**config.mk**
```make
export PLATFORM = sky130hd
export DESIGN_NAME = div_8by4_seq
export DESIGN_NICKNAME = d
export VERILOG_FILES = /design/src/rtl/div_8by4_seq.sv
export SDC_FILE = /design/constraint.sdc
export NUM_CORES = 1
export LEC_CHECK = 0
export BUFFER_PORTS_ARGS = -buffer_cell sky130_fd_sc_hd__buf_2
export CAP_MARGIN = 20
export CORE_UTILIZATION = 59
export CTS_CLUSTER_DIAMETER = 120
export CTS_CLUSTER_SIZE = 24
export DETAILED_ROUTE_END_ITERATION = 12
export GPL_ROUTABILITY_DRIVEN = 0
export GPL_TIMING_DRIVEN = 0
export PLACE_DENSITY = 0.83
export RECOVER_POWER = 50
export SLEW_MARGIN = 5
export SYNTH_ARGS = -nofsm -noshare
export SYNTH_HDL_FRONTEND = slang
export SYNTH_SLANG_ARGS = --single-unit
```
**constraint.sdc**
```tcl
create_clock -name clk -period 4.5 [get_ports clk]
set_input_delay 0.225 -clock clk [delete_from_list [all_inputs] [get_ports clk]]
set_output_delay 0.225 -clock clk [all_outputs]
set_load 0.01 [all_outputs]
```
**src/rtl/div_8by4_seq.sv**
```systemverilog
// Sequential restoring divider: 8-bit unsigned dividend X by 4-bit unsigned
// divisor Y. One quotient bit is produced per clock over eight RUN cycles.
// A zero divisor skips the iterations and reports Q=FF, R=F with div_by_zero.
module div_8by4_seq (
  input  logic       clk,
  input  logic       rst,
  input  logic       start,
  input  logic [7:0] X,
  input  logic [3:0] Y,
  output logic [7:0] Q,
  output logic [3:0] R,
  output logic       busy,
  output logic       done,
  output logic       div_by_zero
);

  typedef enum logic [1:0] {
    S_IDLE = 2'd0,
    S_RUN  = 2'd1,
    S_DONE = 2'd2
  } state_t;

  state_t      state_q, state_d;
  logic [5:0]  a_q, a_d;      // partial remainder; bit 5 is only the subtraction sign
  logic [7:0]  w_q, w_d;      // dividend shifting out, quotient bits shifting in
  logic [2:0]  cnt_q, cnt_d;
  logic [3:0]  y_q, y_d;      // divisor captured at start
  logic [7:0]  q_q, q_d;
  logic [3:0]  r_q, r_d;
  logic        dbz_q, dbz_d;

  // One restoring step: shift {A,W} left, trial-subtract Y from A.
  logic [5:0]  a_sh;
  logic [7:0]  w_sh;
  logic [5:0]  t_diff;

  assign a_sh   = {a_q[4:0], w_q[7]};
  assign w_sh   = {w_q[6:0], 1'b0};
  assign t_diff = a_sh - {2'b00, y_q};

  // State and datapath registers.
  always_ff @(posedge clk or posedge rst) begin
    if (rst) begin
      state_q <= S_IDLE;
      a_q     <= '0;
      w_q     <= '0;
      cnt_q   <= '0;
      y_q     <= '0;
      q_q     <= '0;
      r_q     <= '0;
      dbz_q   <= 1'b0;
    end else begin
      state_q <= state_d;
      a_q     <= a_d;
      w_q     <= w_d;
      cnt_q   <= cnt_d;
      y_q     <= y_d;
      q_q     <= q_d;
      r_q     <= r_d;
      dbz_q   <= dbz_d;
    end
  end

  // Next-state, iteration step and result capture.
  always_comb begin
    state_d = state_q;
    a_d     = a_q;
    w_d     = w_q;
    cnt_d   = cnt_q;
    y_d     = y_q;
    q_d     = q_q;
    r_d     = r_q;
    dbz_d   = dbz_q;

    unique case (state_q)
      S_IDLE, S_DONE: begin
        if (start) begin
          if (Y != 4'd0) begin
            a_d     = '0;
            w_d     = X;
            y_d     = Y;
            cnt_d   = '0;
            state_d = S_RUN;
          end else begin
            // Zero divisor: report saturated values without iterating.
            q_d     = 8'hFF;
            r_d     = 4'hF;
            dbz_d   = 1'b1;
            state_d = S_DONE;
          end
        end else begin
          state_d = S_IDLE;
        end
      end

      S_RUN: begin
        if (t_diff[5]) begin
          a_d = a_sh;
          w_d = w_sh;
        end else begin
          a_d = t_diff;
          w_d = {w_sh[7:1], 1'b1};
        end
        cnt_d = cnt_q + 3'd1;
        if (cnt_q == 3'd7) begin
          // Final remainder is always below Y, so the low 4 bits hold it exactly.
          q_d     = w_d;
          r_d     = a_d[3:0];
          dbz_d   = 1'b0;
          state_d = S_DONE;
        end
      end

      default: state_d = S_IDLE;
    endcase
  end

  assign Q           = q_q;
  assign R           = r_q;
  assign div_by_zero = dbz_q;
  assign busy        = (state_q == S_RUN);
  assign done        = (state_q == S_DONE);

endmodule

```
==> impl_results.html, run 1 <==
<table>
<tr><th>Metric</th><th>Value</th></tr>
<tr><th colspan="2">Synthesis</th></tr>
<tr><td>Count of cell types in the netlist</td><td>34</td></tr>
<tr><td>Post-synthesis register bit count</td><td>35</td></tr>
<tr><td>Number of nets produced by synthesis</td><td>214</td></tr>
<tr><td>Yosys synthesis warning count</td><td>0</td></tr>
<tr><td>Synthesized cell area</td><td>about 0.0018 sq mm</td></tr>
<tr><td>Seq/Total Area, Yosys</td><td>about half</td></tr>
<tr><td>Mean instance size in the synthesized netlist</td><td>9.143 sq um</td></tr>
<tr><td>Post-Synthesis Cells</td><td>around 190</td></tr>
<tr><th colspan="2">Power</th></tr>
<tr><td>Power Internal</td><td>a little under 0.0009 W</td></tr>
<tr><td>Power density normalized to cell area</td><td>824.6 mW/mm^2</td></tr>
<tr><td>Leakage power summed over all cells</td><td>about 0.9 nW</td></tr>
<tr><td>Combinational cell fraction of total power</td><td>a little under three fifths</td></tr>
<tr><td>Power dissipated by switching net loads</td><td>around 0.00076 W</td></tr>
<tr><td>Clock share of power</td><td>between 10% and 20%</td></tr>
<tr><td>Peak supply drop</td><td>0.0005832 V</td></tr>
<tr><td>Switching portion of total power</td><td>between 40% and 50%</td></tr>
<tr><td>Fraction of power consumed by sequential logic</td><td>between 30% and 40%</td></tr>
<tr><th colspan="2">Routing</th></tr>
<tr><td>Via Count</td><td>1588</td></tr>
<tr><td>Number of DRC violations after detailed-routing iteration 0</td><td>between 100 and 150</td></tr>
<tr><td>Routed via count divided by cell count</td><td>6.061</td></tr>
<tr><td>Count of nets left with antenna violations after detail routing</td><td>0</td></tr>
<tr><td>Total Wirelength</td><td>4163 um</td></tr>
<tr><td>Drt pass-1 iters</td><td>5</td></tr>
<tr><td>Wirelength per Cell</td><td>about 16 um</td></tr>
<tr><td>Number of remaining DRC errors</td><td>0</td></tr>
<tr><th colspan="2">Min path</th></tr>
<tr><td>Hold Crit Class</td><td>input port to flop</td></tr>
<tr><th colspan="2">Worst setup path</th></tr>
<tr><td>Startpoint type of the worst setup path</td><td>flop</td></tr>
<tr><td>Crit end category</td><td>flop</td></tr>
<tr><td>Largest fanout on the critical path</td><td>7</td></tr>
<tr><td>Arrival time worst endpoint</td><td>between 2 and 3 ns</td></tr>
<tr><td>Ordered list of cells on the worst path</td><td>ha_1, o21ai_1, a21o_1, a221oi_4, mux2_1, a31oi_1</td></tr>
<tr><td>Required time at the worst-slack endpoint</td><td>4.76 ns</td></tr>
<tr><td>CP Class</td><td>flop to flop</td></tr>
<tr><td>Largest stage delay, worst path</td><td>about 0.48 ns</td></tr>
<tr><td>Crit-path slowest cell</td><td>dfrtp_1</td></tr>
<tr><th colspan="2">Die</th></tr>
<tr><td>DIE HEIGHT</td><td>56.55 um</td></tr>
<tr><td>Initial core utilization</td><td>63.11%</td></tr>
<tr><td>Core Box Area</td><td>about 0.0028 sq mm</td></tr>
<tr><td>Die X</td><td>approximately 57 um</td></tr>
<tr><td>Full die area</td><td>between 0.003 and 0.004 sq mm</td></tr>
<tr><td>Site Rows</td><td>19</td></tr>
<tr><td>I/O pin cnt</td><td>30</td></tr>
<tr><th colspan="2">Cells and area</th></tr>
<tr><td>Number of filler instances in the final layout</td><td>around 230</td></tr>
<tr><td>Top library cells by usage in the layout, fill and taps aside</td><td>dfrtp_1 (35), nor2_1 (29), nand2_1 (28), clkbuf_1 (21), buf_2 (19)</td></tr>
<tr><td>Layout-stage area growth over the synthesis result</td><td>13.40%</td></tr>
<tr><td>Core occupancy in the finished layout</td><td>71.57%</td></tr>
<tr><td>Layout net count</td><td>approximately 250</td></tr>
<tr><td>Share of post-route cells with drive strength above 1</td><td>13.42%</td></tr>
<tr><td>Footprint of the multi-input gates</td><td>just over 800 sq um</td></tr>
<tr><td>Reg area</td><td>875.8 sq um</td></tr>
<tr><td>Count of inserted antenna diode cells</td><td>0</td></tr>
<tr><td>Most frequent standard cell in the layout excluding fill and tap cells</td><td>dfrtp_1</td></tr>
<tr><th colspan="2">Timing</th></tr>
<tr><td>Part of the cycle the worst path needs</td><td>50.86%</td></tr>
<tr><td>Relative max-transition margin</td><td>~27%</td></tr>
<tr><td>Minimum period implied by the final worst setup slack</td><td>2.289 ns</td></tr>
<tr><td>Setup Skew</td><td>roughly 0.0054 ns</td></tr>
<tr><td>Actual slew at the worst max-slew pin</td><td>1.092 ns</td></tr>
<tr><td>Top achievable clock speed</td><td>about 0.44 GHz</td></tr>
<tr><td>Final setup violation count</td><td>0</td></tr>
<tr><td>Setup repair after global routing missed its margin</td><td>false</td></tr>
<tr><td>Max-slew violations</td><td>0</td></tr>
<tr><td>Hold Fails Final Rpt</td><td>0</td></tr>
<tr><td>Final-layout setup total negative slack</td><td>0 ns</td></tr>
<tr><th colspan="2">Clock tree</th></tr>
<tr><td>Maximum number of buffers from clock root to sink</td><td>2</td></tr>
<tr><td>Latest clock arrival within the worst-skew pair</td><td>0.34 ns</td></tr>
<tr><td>H-tree Lvls</td><td>2</td></tr>
<tr><td>Root buffer selected by CTS</td><td>clkbuf_4</td></tr>
<tr><td>Post-CTS setup repair buffer count</td><td>0</td></tr>
<tr><td>Number of gates resized after CTS</td><td>0</td></tr>
<tr><td>Number of sinks handled by clock tree synthesis</td><td>35</td></tr>
<tr><td>TritonCTS clock tree</td><td>done</td></tr>
<tr><td>Clock-pin slew reported for the worst setup and hold paths after clock tree synthesis</td><td>approximately 0.11 ns</td></tr>
<tr><td>CTS buffer count</td><td>5</td></tr>
<tr><th colspan="2">Global routing</th></tr>
<tr><td>Number of antenna violations at the first check in global routing</td><td>0</td></tr>
<tr><td>Overall routing resource usage</td><td>between 20% and 30%</td></tr>
<tr><td>First-pass GRT wire length</td><td>approximately 6900 um</td></tr>
<tr><td>Pin count of the biggest net entering global routing</td><td>22</td></tr>
<tr><td>Vias in the first global route</td><td>around 1500</td></tr>
<tr><td>Grt ovf</td><td>0</td></tr>
<tr><th colspan="2">Job</th></tr>
<tr><td>Max capacitance violation total</td><td>0</td></tr>
<tr><th colspan="2">Status</th></tr>
<tr><td>Outcome</td><td>completed</td></tr>
<tr><th colspan="2">Placement</th></tr>
<tr><td>HPWL after DPL</td><td>slightly above 3000 um</td></tr>
<tr><td>Number of buffers added on ports</td><td>29</td></tr>
</table>
[final cells by class]
class                   count  share of cell area [%]
inverters                   7                   1.320
repair buffers             31                   7.165
clock inverters             2                  0.6285
flip-flops and latches     35                   44.00
well taps                  31                   1.948
plain buffers               9                   1.886
multi-input cells         141                   40.98
clock buffers               6                   2.074
[kinds of logic (layout without fill, tap and decap cells)]
family,after synthesis,after routing,synth area share [%]
XOR/XNOR,1,1,0.4990
AO/OA/AOI/OAI,49,49,17.68
adder cells (fa/ha/maj),7,7,5.417
flip-flops,35,35,49.89
multiplexers,5,5,2.994
buffers and inverters,16,55,3.634
AND/OR/NAND/NOR,79,79,19.89
[synth_stat cells]
library cell | count | area (sq um)
dfrtp_1 | 35 | 875.8
nor2_1 | 29 | 108.9
nand2_1 | 28 | 105.1
a21oi_1 | 12 | 60.06
o21ai_0 | 12 | 60.06
a31oi_1 | 10 | 62.56
clkbuf_1 | 6 | 22.52
ha_1 | 6 | 75.07
inv_1 | 6 | 22.52
nand3_1 | 6 | 30.03
nand2b_1 | 4 | 25.02
o21ai_1 | 4 | 20.02
a21o_1 | 3 | 22.52
buf_2 | 3 | 15.01
mux2i_1 | 3 | 30.03
nor2b_1 | 3 | 18.77
o211ai_1 | 3 | 22.52
and3_1 | 2 | 12.51
nor3_1 | 2 | 10.01
a221o_1 | 1 | 10.01
a221oi_4 | 1 | 26.28
and2_0 | 1 | 6.260
fa_1 | 1 | 20.02
inv_2 | 1 | 3.750
mux2_1 | 1 | 11.26
mux2_2 | 1 | 11.26
nand4b_1 | 1 | 8.760
nor2_2 | 1 | 6.260
nor4_1 | 1 | 6.260
o2111ai_1 | 1 | 8.760
o22a_1 | 1 | 8.760
o2bb2ai_1 | 1 | 8.760
or4_4 | 1 | 11.26
xor2_1 | 1 | 8.760
[worst max-delay path: cells and delay by family, from the launching register on]
family | cells | cell delay [ns]
adders and majority gates | 1 | 0.43
AOI/OAI and AO/OA | 4 | 0.93
DFF | 1 | 0.48
muxes | 1 | 0.38
[metal layers]
metal | track usage, % | vias up | share of wire, %
li1 | - | 743 | -
met1 | 36.31 | 737 | 41
met2 | 45.21 | 89 | 48
met3 | 7.143 | 19 | 7.1
met4 | 14.63 | 0 | 3.6
met5 | 0 | - | 0
[power groups by stage]
stage,Sequential (W),Clock (W),Combinational [W]
floorplan,0.000568,0,0.000650
global placement,0.000557,0,0.000842
detailed placement,0.000567,0,0.000904
CTS,0.000562,0.000168,0.000912
global route,0.000582,0.000180,0.00101
finish,0.000566,0.000165,0.000911
[sequential cells by signal, indices dropped and copies added (netlist names)]
signal,flops
w_q,8
R,4
state_q,2
div_by_zero,1
cnt_q,3
Q,8
y_q,4
a_q,5
[timing repair]
item                                    CTS  global route
endpoints found under the setup margin    0             0
hold buffers                              1             0
endpoints found under the hold margin    13             0
[metrics by stage]
stage / total power (W) / setup WS (ns) / cells / instance area (sq um) / hold WS (ns)
after floorplan: 0.001217 / 2.484 / 192 / 1755 / 0.3304
after global placement: 0.001398 / 2.318 / 252 / 1939 / 0.4422
after detailed placement: 0.001471 / 2.267 / 253 / 1967 / 0.3606
after CTS: 0.001642 / 2.240 / 262 / 2031 / 0.1028
after global routing: 0.001768 / 2.096 / 262 / 1991 / 0.09822
final: 0.001641 / 2.211 / 262 / 1991 / 0.1082
[final timing paths]
check | start | end | slack (ns) | cells past startpoint
min in group asynchronous | rst | y_q[2]$_DFFE_PP0P_ | 0.48 | 3
setup reg to reg | a_q[2]$_DFFE_PP0P_ | R[0]$_DFFE_PP0P_ | 2.21 | 6
hold / removal | Y[3] | y_q[3]$_DFFE_PP0P_ | 0.11 | 3
setup / recovery | a_q[2]$_DFFE_PP0P_ | R[0]$_DFFE_PP0P_ | 2.21 | 6
hold reg to reg | div_by_zero$_DFFE_PP0P_ | div_by_zero$_DFFE_PP0P_ | 0.50 | 1
max in group asynchronous | rst | w_q[2]$_DFFE_PP0P_ | 2.63 | 4
Note: power is estimated with default switching activity, not from simulation.
==> run 2: changes to the inputs <==
- CORE_UTILIZATION: 59 -> 50
- PLACE_DENSITY: 0.83 -> 0.75
- clock period: 4.5 -> 1.8 ns (I/O delays scaled with it)
==> run 2 against run 1 <==
The flow now finishes with violations (setup timing). Combinational power rose to 3.4 times the previous value. Largest cell class is now multi-input gates. Global-route usage shrank 2.0 points. Sequential cell count unchanged. Via count grew 2.2%. Clock power grew to 2.7 times the previous value. Sequential share of layout area fell by 6.2 points. Clock skew grew 0.0066 ns. Fmax up 19%. Register-to-register slack got worse by 2.3 ns. Total power grew to 3.0 times the previous value.
==> impl_results.html, run 2 (synthesized netlist as in run 1, its figures left out) <==
<table>
<tr><th>Metric</th><th>Value</th></tr>
<tr><th colspan="2">Routing</th></tr>
<tr><td>Number of remaining DRC errors</td><td>0 (unchanged)</td></tr>
<tr><td>Wirelength per Cell</td><td>14.70 um (-7.5%)</td></tr>
<tr><td>Wire length on met3</td><td>206 um (-30%)</td></tr>
<tr><td>Via Count</td><td>1623 (+2.2%)</td></tr>
<tr><td>Routed via count divided by cell count</td><td>5.428 (-10%)</td></tr>
<tr><td>Total Wirelength</td><td>4394 um (+5.5%)</td></tr>
<tr><td>Met1 Routed Length</td><td>2000 um (+18%)</td></tr>
<tr><td>Drt pass-1 iters</td><td>4 (-1)</td></tr>
<tr><td>Number of DRC violations after detailed-routing iteration 0</td><td>88 (-15%)</td></tr>
<tr><td>Met2 wirelength from detailed routing</td><td>2140 um (+6.2%)</td></tr>
<tr><td>Count of nets left with antenna violations after detail routing</td><td>0 (unchanged)</td></tr>
<tr><td>Top Metal Used</td><td>met4</td></tr>
<tr><th colspan="2">Global routing</th></tr>
<tr><td>Overall routing resource usage</td><td>26.56% (-2.0 points)</td></tr>
<tr><td>Vias in the first global route</td><td>1533 (-0.97%)</td></tr>
<tr><td>Pin count of the biggest net entering global routing</td><td>36 (+64%)</td></tr>
<tr><td>First-pass GRT wire length</td><td>7107 um (+2.5%)</td></tr>
<tr><td>Number of antenna violations at the first check in global routing</td><td>0 (unchanged)</td></tr>
<tr><td>Grt ovf</td><td>0 (unchanged)</td></tr>
<tr><th colspan="2">Worst setup path</th></tr>
<tr><td>Combined buffer and inverter count along the critical path</td><td>1 (+1)</td></tr>
<tr><td>Crit-path slowest cell</td><td>dfrtp_1</td></tr>
<tr><td>Worst reg2reg path startpoint</td><td>a_q[1]$_DFFE_PP0P_</td></tr>
<tr><td>Depth of the worst register-to-register path</td><td>7 (+1)</td></tr>
<tr><td>Startpoint type of the worst setup path</td><td>flop</td></tr>
<tr><td>Largest fanout on the critical path</td><td>5 (-2)</td></tr>
<tr><td>RR Endpoint</td><td>R[0]$_DFFE_PP0P_</td></tr>
<tr><td>Crit end category</td><td>flop</td></tr>
<tr><td>Required time at the worst-slack endpoint</td><td>2.07 ns (-2.69 ns)</td></tr>
<tr><td>Ordered list of cells on the worst path</td><td>ha_4, o21ai_2, a21o_1, a221oi_4, buf_6, mux2_4, a31oi_1</td></tr>
<tr><td>CP Class</td><td>flop to flop</td></tr>
<tr><td>Gate family responsible for the most delay along the worst path</td><td>compound AO/OA/AOI/OAI gates</td></tr>
<tr><td>Reg2reg setup slack</td><td>-0.12 ns (-2.33 ns)</td></tr>
<tr><td>Arrival time worst endpoint</td><td>2.19 ns (-0.36 ns)</td></tr>
<tr><td>Largest stage delay, worst path</td><td>0.44 ns (-0.04 ns)</td></tr>
<tr><td>Start point of the critical path</td><td>a_q[1]$_DFFE_PP0P_</td></tr>
<tr><th colspan="2">Timing</th></tr>
<tr><td>Final-layout setup total negative slack</td><td>-0.4764 ns (-0.4764 ns)</td></tr>
<tr><td>Hold WS</td><td>0.05632 ns (-0.05189 ns)</td></tr>
<tr><td>Part of the cycle the worst path needs</td><td>106.6% (+56 points)</td></tr>
<tr><td>Final worst slack</td><td>-0.1189 ns (-2.330 ns)</td></tr>
<tr><td>Hold Fails Final Rpt</td><td>0 (unchanged)</td></tr>
<tr><td>Relative max-transition margin</td><td>12.50% (-15 points)</td></tr>
<tr><td>Top achievable clock speed</td><td>0.5211 GHz (+19%)</td></tr>
<tr><td>Final setup violation count</td><td>7 (+7)</td></tr>
<tr><td>Setup repair after global routing missed its margin</td><td>true</td></tr>
<tr><td>Max-slew violations</td><td>0 (unchanged)</td></tr>
<tr><td>Actual slew at the worst max-slew pin</td><td>1.311 ns (+0.2195 ns)</td></tr>
<tr><td>Setup Skew</td><td>0.01201 ns (+0.006627 ns)</td></tr>
<tr><td>Minimum period implied by the final worst setup slack</td><td>1.919 ns (-0.3698 ns)</td></tr>
<tr><th colspan="2">Cells and area</th></tr>
<tr><td>Core occupancy in the finished layout</td><td>69.52% (-2.1 points)</td></tr>
<tr><td>Layout net count</td><td>274 (+8.7%)</td></tr>
<tr><td>Top library cells by usage in the layout, fill and taps aside</td><td>dfrtp_1 (34), nor2_1 (29), nand2_1 (27), buf_2 (19), clkbuf_1 (16)</td></tr>
<tr><td>Fin area</td><td>0.002320 sq mm (+17%)</td></tr>
<tr><td>Layout-stage area growth over the synthesis result</td><td>32.15%</td></tr>
<tr><td>Most frequent standard cell in the layout excluding fill and tap cells</td><td>dfrtp_1</td></tr>
<tr><td>Count of inserted antenna diode cells</td><td>0 (unchanged)</td></tr>
<tr><td>Share of post-route cells with drive strength above 1</td><td>26.48% (+13 points)</td></tr>
<tr><th colspan="2">Status</th></tr>
<tr><td>Failing checks</td><td>setup timing</td></tr>
<tr><td>Outcome</td><td>complete, but fails checks</td></tr>
<tr><th colspan="2">Placement</th></tr>
<tr><td>Setup slack at placement</td><td>-0.2954 ns (-2.562 ns)</td></tr>
<tr><td>Area post-placement</td><td>0.001976 sq mm (+0.44%)</td></tr>
<tr><td>Number of buffers added on ports</td><td>29 (unchanged)</td></tr>
<tr><td>HPWL after DPL</td><td>2754 um (-11%)</td></tr>
<tr><th colspan="2">Die</th></tr>
<tr><td>DIE HEIGHT</td><td>61.25 um (+8.3%)</td></tr>
<tr><td>Die X</td><td>61.25 um (+8.3%)</td></tr>
<tr><td>Site Rows</td><td>21 (+2)</td></tr>
<tr><td>I/O pin cnt</td><td>30 (unchanged)</td></tr>
<tr><td>Initial core utilization</td><td>52.61% (-11 points)</td></tr>
<tr><td>Full die area</td><td>0.003752 sq mm (+17%)</td></tr>
<tr><td>Core Box Area</td><td>0.003337 sq mm (+20%)</td></tr>
<tr><th colspan="2">Clock tree</th></tr>
<tr><td>Latest clock arrival within the worst-skew pair</td><td>0.35 ns (about the same)</td></tr>
<tr><td>Number of sinks handled by clock tree synthesis</td><td>35 (unchanged)</td></tr>
<tr><td>Root buffer selected by CTS</td><td>clkbuf_4</td></tr>
<tr><td>H-tree Lvls</td><td>2 (unchanged)</td></tr>
<tr><td>CTS buffer count</td><td>5 (unchanged)</td></tr>
<tr><td>TritonCTS clock tree</td><td>done</td></tr>
<tr><td>Maximum number of buffers from clock root to sink</td><td>2 (unchanged)</td></tr>
<tr><td>Clock-pin slew reported for the worst setup and hold paths after clock tree synthesis</td><td>0.11 ns (about the same)</td></tr>
<tr><th colspan="2">Power</th></tr>
<tr><td>Leakage power summed over all cells</td><td>1.015 nW (+13%)</td></tr>
<tr><td>Peak supply drop</td><td>0.001175 V (+100%)</td></tr>
<tr><td>Power density normalized to cell area</td><td>2137 mW/mm^2 (+160%)</td></tr>
<tr><th colspan="2">Min path</th></tr>
<tr><td>Worst-case hold path end point</td><td>w_q[7]$_DFFE_PP0P_</td></tr>
<tr><td>Startpoint of the tightest hold check path</td><td>X[7]</td></tr>
<tr><td>Hold path depth</td><td>3 (unchanged)</td></tr>
<tr><td>Hold Crit Class</td><td>input port to flop</td></tr>
<tr><th colspan="2">Job</th></tr>
<tr><td>Max capacitance violation total</td><td>0 (unchanged)</td></tr>
</table>
==> run 2: final cells by class <==
class | count | area, sq um
Buffer | 8 | 38.79
Clock buffer | 5 | 37.54
Clock inverter | 3 | 20.02
Fill cell | 271 | 1017
Inverter | 7 | 26.28
Multi-Input combinational cell | 141 | 912.1
Sequential cell | 35 | 877.1
Tap cell | 46 | 57.56
Timing Repair Buffer | 54 | 350.3
==> run 2: worst max path at each step <==
stage	slack, ns	endpoint	depth (start not counted)
after floorplan	-0.07	R[0]$_DFFE_PP0P_	6
after global placement	-0.29	R[2]$_DFFE_PP0P_	6
after detailed placement	-0.30	R[1]$_DFFE_PP0P_	6
after CTS	-0.14	R[1]$_DFFE_PP0P_	6
after global routing	-0.16	R[0]$_DFFE_PP0P_	7
final	-0.12	R[0]$_DFFE_PP0P_	7
==> run 2: worst min-delay path, stage by stage <==
cell and delay (ns):
buf_2 0.08, a21oi_1 0.05, o21ai_0 0.16
==> run 2: what timing repair did <==
action,in CTS,in global routing
hold buffers,12,0
resized for setup,10,16
buffers inserted,8,5
endpoints found under the hold margin,46,0
endpoints found under the setup margin,20,19
pin swaps,6,11
==> run 2: metal layers <==
layer / vias to the layer above / track usage, %
met3: 6 / 4.832
met2: 47 / 43.17
met5: - / 0
met1: 783 / 34.97
li1: 787 / -
met4: 0 / 11.36
==> run 2: stage by stage <==
| step | std cells | power, W |
|---|---|---|
| 2_1_floorplan | 192 | 0.003129 |
| 3_3_place_gp | 267 | 0.003650 |
| 3_5_place_dp | 267 | 0.003717 |
| 4_1_cts | 294 | 0.004537 |
| 5_1_grt | 299 | 0.005342 |
| 6_report | 299 | 0.004957 |
==> run 2: report_power, final <==
group | leakage, nW | switching, W | internal (W) | total, W
clock | 0.0272 | 0.000290 | 0.000149 | 0.000439
sequential | 0.398 | 0.000252 | 0.00117 | 0.00142
combinational | 0.589 | 0.00160 | 0.00150 | 0.00310
==> run 3: changes to the inputs <==
- CORE_UTILIZATION: 50 -> 55
- PLACE_DENSITY: 0.75 -> 0.78
- clock period: 1.8 -> 2.1 ns (I/O delays scaled with it)
==> run 3 against run 2 <==
The flow now finishes without violations. Final cell count shrank 4.0%. First-iteration DRC count is 19% lower. Via count fell by 0.37%. Critical path type unchanged.
==> impl_results.html, run 3 (synthesized netlist as in run 1, its figures left out) <==
<table>
<tr><th>Metric</th><th>Value</th></tr>
<tr><th colspan="2">Global routing</th></tr>
<tr><td>First-pass GRT wire length</td><td>6962 um (-2.0%)</td></tr>
<tr><td>Vias in the first global route</td><td>1500 (-2.2%)</td></tr>
<tr><td>Overall routing resource usage</td><td>28.08% (+1.5 points)</td></tr>
<tr><td>Grt ovf</td><td>0 (unchanged)</td></tr>
<tr><td>Pin count of the biggest net entering global routing</td><td>20 (-44%)</td></tr>
<tr><td>Number of antenna violations at the first check in global routing</td><td>0 (unchanged)</td></tr>
<tr><th colspan="2">Timing</th></tr>
<tr><td>Hold WS</td><td>0.01503 ns (-0.04128 ns)</td></tr>
<tr><td>Setup Skew</td><td>0.02019 ns (+0.008178 ns)</td></tr>
<tr><td>Setup repair after global routing missed its margin</td><td>true</td></tr>
<tr><td>Max-slew violations</td><td>0 (unchanged)</td></tr>
<tr><td>Final setup violation count</td><td>0 (-7)</td></tr>
<tr><td>Final-layout setup total negative slack</td><td>0 ns (+0.4764 ns)</td></tr>
<tr><td>Actual slew at the worst max-slew pin</td><td>0.7250 ns (-0.5860 ns)</td></tr>
<tr><td>Top achievable clock speed</td><td>0.4913 GHz (-5.7%)</td></tr>
<tr><td>Part of the cycle the worst path needs</td><td>96.92% (-9.7 points)</td></tr>
<tr><td>Relative max-transition margin</td><td>51.61% (+39 points)</td></tr>
<tr><td>Hold Fails Final Rpt</td><td>0 (unchanged)</td></tr>
<tr><td>Minimum period implied by the final worst setup slack</td><td>2.035 ns (+0.1165 ns)</td></tr>
<tr><th colspan="2">Status</th></tr>
<tr><td>Outcome</td><td>completed</td></tr>
<tr><th colspan="2">Worst setup path</th></tr>
<tr><td>Arrival time worst endpoint</td><td>2.26 ns (+0.07 ns)</td></tr>
<tr><td>CP Class</td><td>flop to flop</td></tr>
<tr><td>Startpoint type of the worst setup path</td><td>flop</td></tr>
<tr><td>Ordered list of cells on the worst path</td><td>ha_1, nand2b_1, a21o_1, a221oi_4, buf_6, mux2i_2, a31oi_1</td></tr>
<tr><td>Combined buffer and inverter count along the critical path</td><td>1 (unchanged)</td></tr>
<tr><td>Largest fanout on the critical path</td><td>3 (-2)</td></tr>
<tr><td>Required time at the worst-slack endpoint</td><td>2.32 ns (+0.25 ns)</td></tr>
<tr><td>Crit-path slowest cell</td><td>dfrtp_1</td></tr>
<tr><td>Crit end category</td><td>flop</td></tr>
<tr><td>Largest stage delay, worst path</td><td>0.41 ns (-0.03 ns)</td></tr>
<tr><td>Gate family responsible for the most delay along the worst path</td><td>compound AO/OA/AOI/OAI gates</td></tr>
<tr><th colspan="2">Die</th></tr>
<tr><td>Core Box Area</td><td>0.003028 sq mm (-9.3%)</td></tr>
<tr><td>DIE HEIGHT</td><td>58.50 um (-4.5%)</td></tr>
<tr><td>Full die area</td><td>0.003422 sq mm (-8.8%)</td></tr>
<tr><td>Die X</td><td>58.50 um (-4.5%)</td></tr>
<tr><td>Initial core utilization</td><td>57.98% (+5.4 points)</td></tr>
<tr><td>I/O pin cnt</td><td>30 (unchanged)</td></tr>
<tr><td>Site Rows</td><td>20 (-4.8%)</td></tr>
<tr><th colspan="2">Clock tree</th></tr>
<tr><td>H-tree Lvls</td><td>2 (unchanged)</td></tr>
<tr><td>Maximum number of buffers from clock root to sink</td><td>2 (unchanged)</td></tr>
<tr><td>Root buffer selected by CTS</td><td>clkbuf_4</td></tr>
<tr><td>Latest clock arrival within the worst-skew pair</td><td>0.34 ns (about the same)</td></tr>
<tr><td>Clock-pin slew reported for the worst setup and hold paths after clock tree synthesis</td><td>0.12 ns (about the same)</td></tr>
<tr><td>TritonCTS clock tree</td><td>done</td></tr>
<tr><td>Number of sinks handled by clock tree synthesis</td><td>35 (unchanged)</td></tr>
<tr><td>CTS buffer count</td><td>5 (unchanged)</td></tr>
<tr><th colspan="2">Cells and area</th></tr>
<tr><td>Top library cells by usage in the layout, fill and taps aside</td><td>dfrtp_1 (34), nor2_1 (29), nand2_1 (28), clkbuf_1 (19), buf_2 (19)</td></tr>
<tr><td>Most frequent standard cell in the layout excluding fill and tap cells</td><td>dfrtp_1</td></tr>
<tr><td>Share of post-route cells with drive strength above 1</td><td>18.11% (-8.4 points)</td></tr>
<tr><td>Number of filler instances in the final layout</td><td>230 (-15%)</td></tr>
<tr><td>Layout net count</td><td>264 (-3.6%)</td></tr>
<tr><td>Layout-stage area growth over the synthesis result</td><td>25.37%</td></tr>
<tr><td>Count of inserted antenna diode cells</td><td>0 (unchanged)</td></tr>
<tr><th colspan="2">Power</th></tr>
<tr><td>Peak supply drop</td><td>0.001051 V (-11%)</td></tr>
<tr><td>Power density normalized to cell area</td><td>1814 mW/mm^2 (-15%)</td></tr>
<tr><td>Leakage power summed over all cells</td><td>0.9808 nW (-3.3%)</td></tr>
<tr><th colspan="2">Routing</th></tr>
<tr><td>Number of remaining DRC errors</td><td>0 (unchanged)</td></tr>
<tr><td>Drt pass-1 iters</td><td>5 (+1)</td></tr>
<tr><td>Routed via count divided by cell count</td><td>5.634 (+3.8%)</td></tr>
<tr><td>Wirelength per Cell</td><td>15.43 um (+5.0%)</td></tr>
<tr><td>Number of DRC violations after detailed-routing iteration 0</td><td>71 (-19%)</td></tr>
<tr><td>Count of nets left with antenna violations after detail routing</td><td>0 (unchanged)</td></tr>
<tr><td>Via Count</td><td>1617 (-0.37%)</td></tr>
<tr><td>Total Wirelength</td><td>4427 um (+0.75%)</td></tr>
<tr><th colspan="2">Placement</th></tr>
<tr><td>HPWL after DPL</td><td>3042 um (+10%)</td></tr>
<tr><td>Number of buffers added on ports</td><td>29 (unchanged)</td></tr>
<tr><th colspan="2">Min path</th></tr>
<tr><td>Hold Crit Class</td><td>input port to flop</td></tr>
<tr><th colspan="2">Job</th></tr>
<tr><td>Max capacitance violation total</td><td>0 (unchanged)</td></tr>
</table>
-- run 3: tightest hold or removal path, stage by stage --
cell and delay [ns]:
buf_2 0.09, nand2_1 0.04, a31oi_1 0.07
-- run 3: stage by stage --
| step | cells | power [W] | worst slack [ns] | util, % | instance area (sq um) |
|---|---|---|---|---|---|
| 2_1_floorplan | 192 | 0.002609 | 0.08412 | - | 1755 |
| 3_3_place_gp | 265 | 0.003019 | -0.1099 | 64.59 | 1956 |
| 3_5_place_dp | 266 | 0.003144 | -0.1815 | 65.50 | 1983 |
| 4_1_cts | 283 | 0.003769 | 0.04839 | 71.41 | 2162 |
| 5_1_grt | 287 | 0.004280 | -0.03943 | 72.69 | 2201 |
| 6_report | 287 | 0.003992 | 0.06463 | 72.69 | 2201 |
-- run 3: layout make-up --
cell class | instances | area [sq um] | share of cell area, %
flip-flops and latches | 35 | 877.1 | 39.85
multi-input cells | 141 | 848.3 | 38.54
repair buffers | 43 | 275.3 | 12.51
well taps | 44 | 55.05 | 2.501
clock inverters | 3 | 43.79 | 1.990
clock buffers | 5 | 37.54 | 1.706
plain buffers | 9 | 37.54 | 1.706
inverters | 7 | 26.28 | 1.194
-- run 3: final timing paths --
kind | start | to | slack [ns] | cells past startpoint
worst max-delay path | a_q[0]$_DFFE_PP0P_ | R[2]$_DFFE_PP0P_ | 0.06 | 7
worst min-delay path | X[5] | w_q[5]$_DFFE_PP0P_ | 0.02 | 3
min in group asynchronous | rst | Q[0]$_DFFE_PP0P_ | 0.43 | 3
max in group asynchronous | rst | a_q[2]$_DFFE_PP0P_ | 1.10 | 4
worst min register to register | div_by_zero$_DFFE_PP0P_ | div_by_zero$_DFFE_PP0P_ | 0.50 | 1
worst max register to register | a_q[0]$_DFFE_PP0P_ | R[2]$_DFFE_PP0P_ | 0.06 | 7
-- run 3: timing repair --
action                                 CTS  global route
endpoints found under the hold margin   22             0
pin swaps                                1             2
resized for setup                        1             7
hold buffers                             7             0
buffers inserted                         2             4
setup endpoints to repair                6             5
-- run 3: power breakdown --
part / internal (W) / total [W] / switching, W / leakage (nW)
sequential: 0.000999 / 0.00121 / 0.000215 / 0.398
combinational: 0.00101 / 0.00229 / 0.00128 / 0.538
clock: 0.000251 / 0.000485 / 0.000234 / 0.0452
-- run 3: per-layer routing --
metal | track usage [%] | vias up | wire, um | part of all wire [%]
met5 | 0 | - | 0 | 0
met4 | 14.63 | 0 | 146 | 3.3
met3 | 6.374 | 16 | 275 | 6.2
met2 | 42.69 | 70 | 2146 | 48
met1 | 37.85 | 761 | 1858 | 42
li1 | - | 770 | - | -
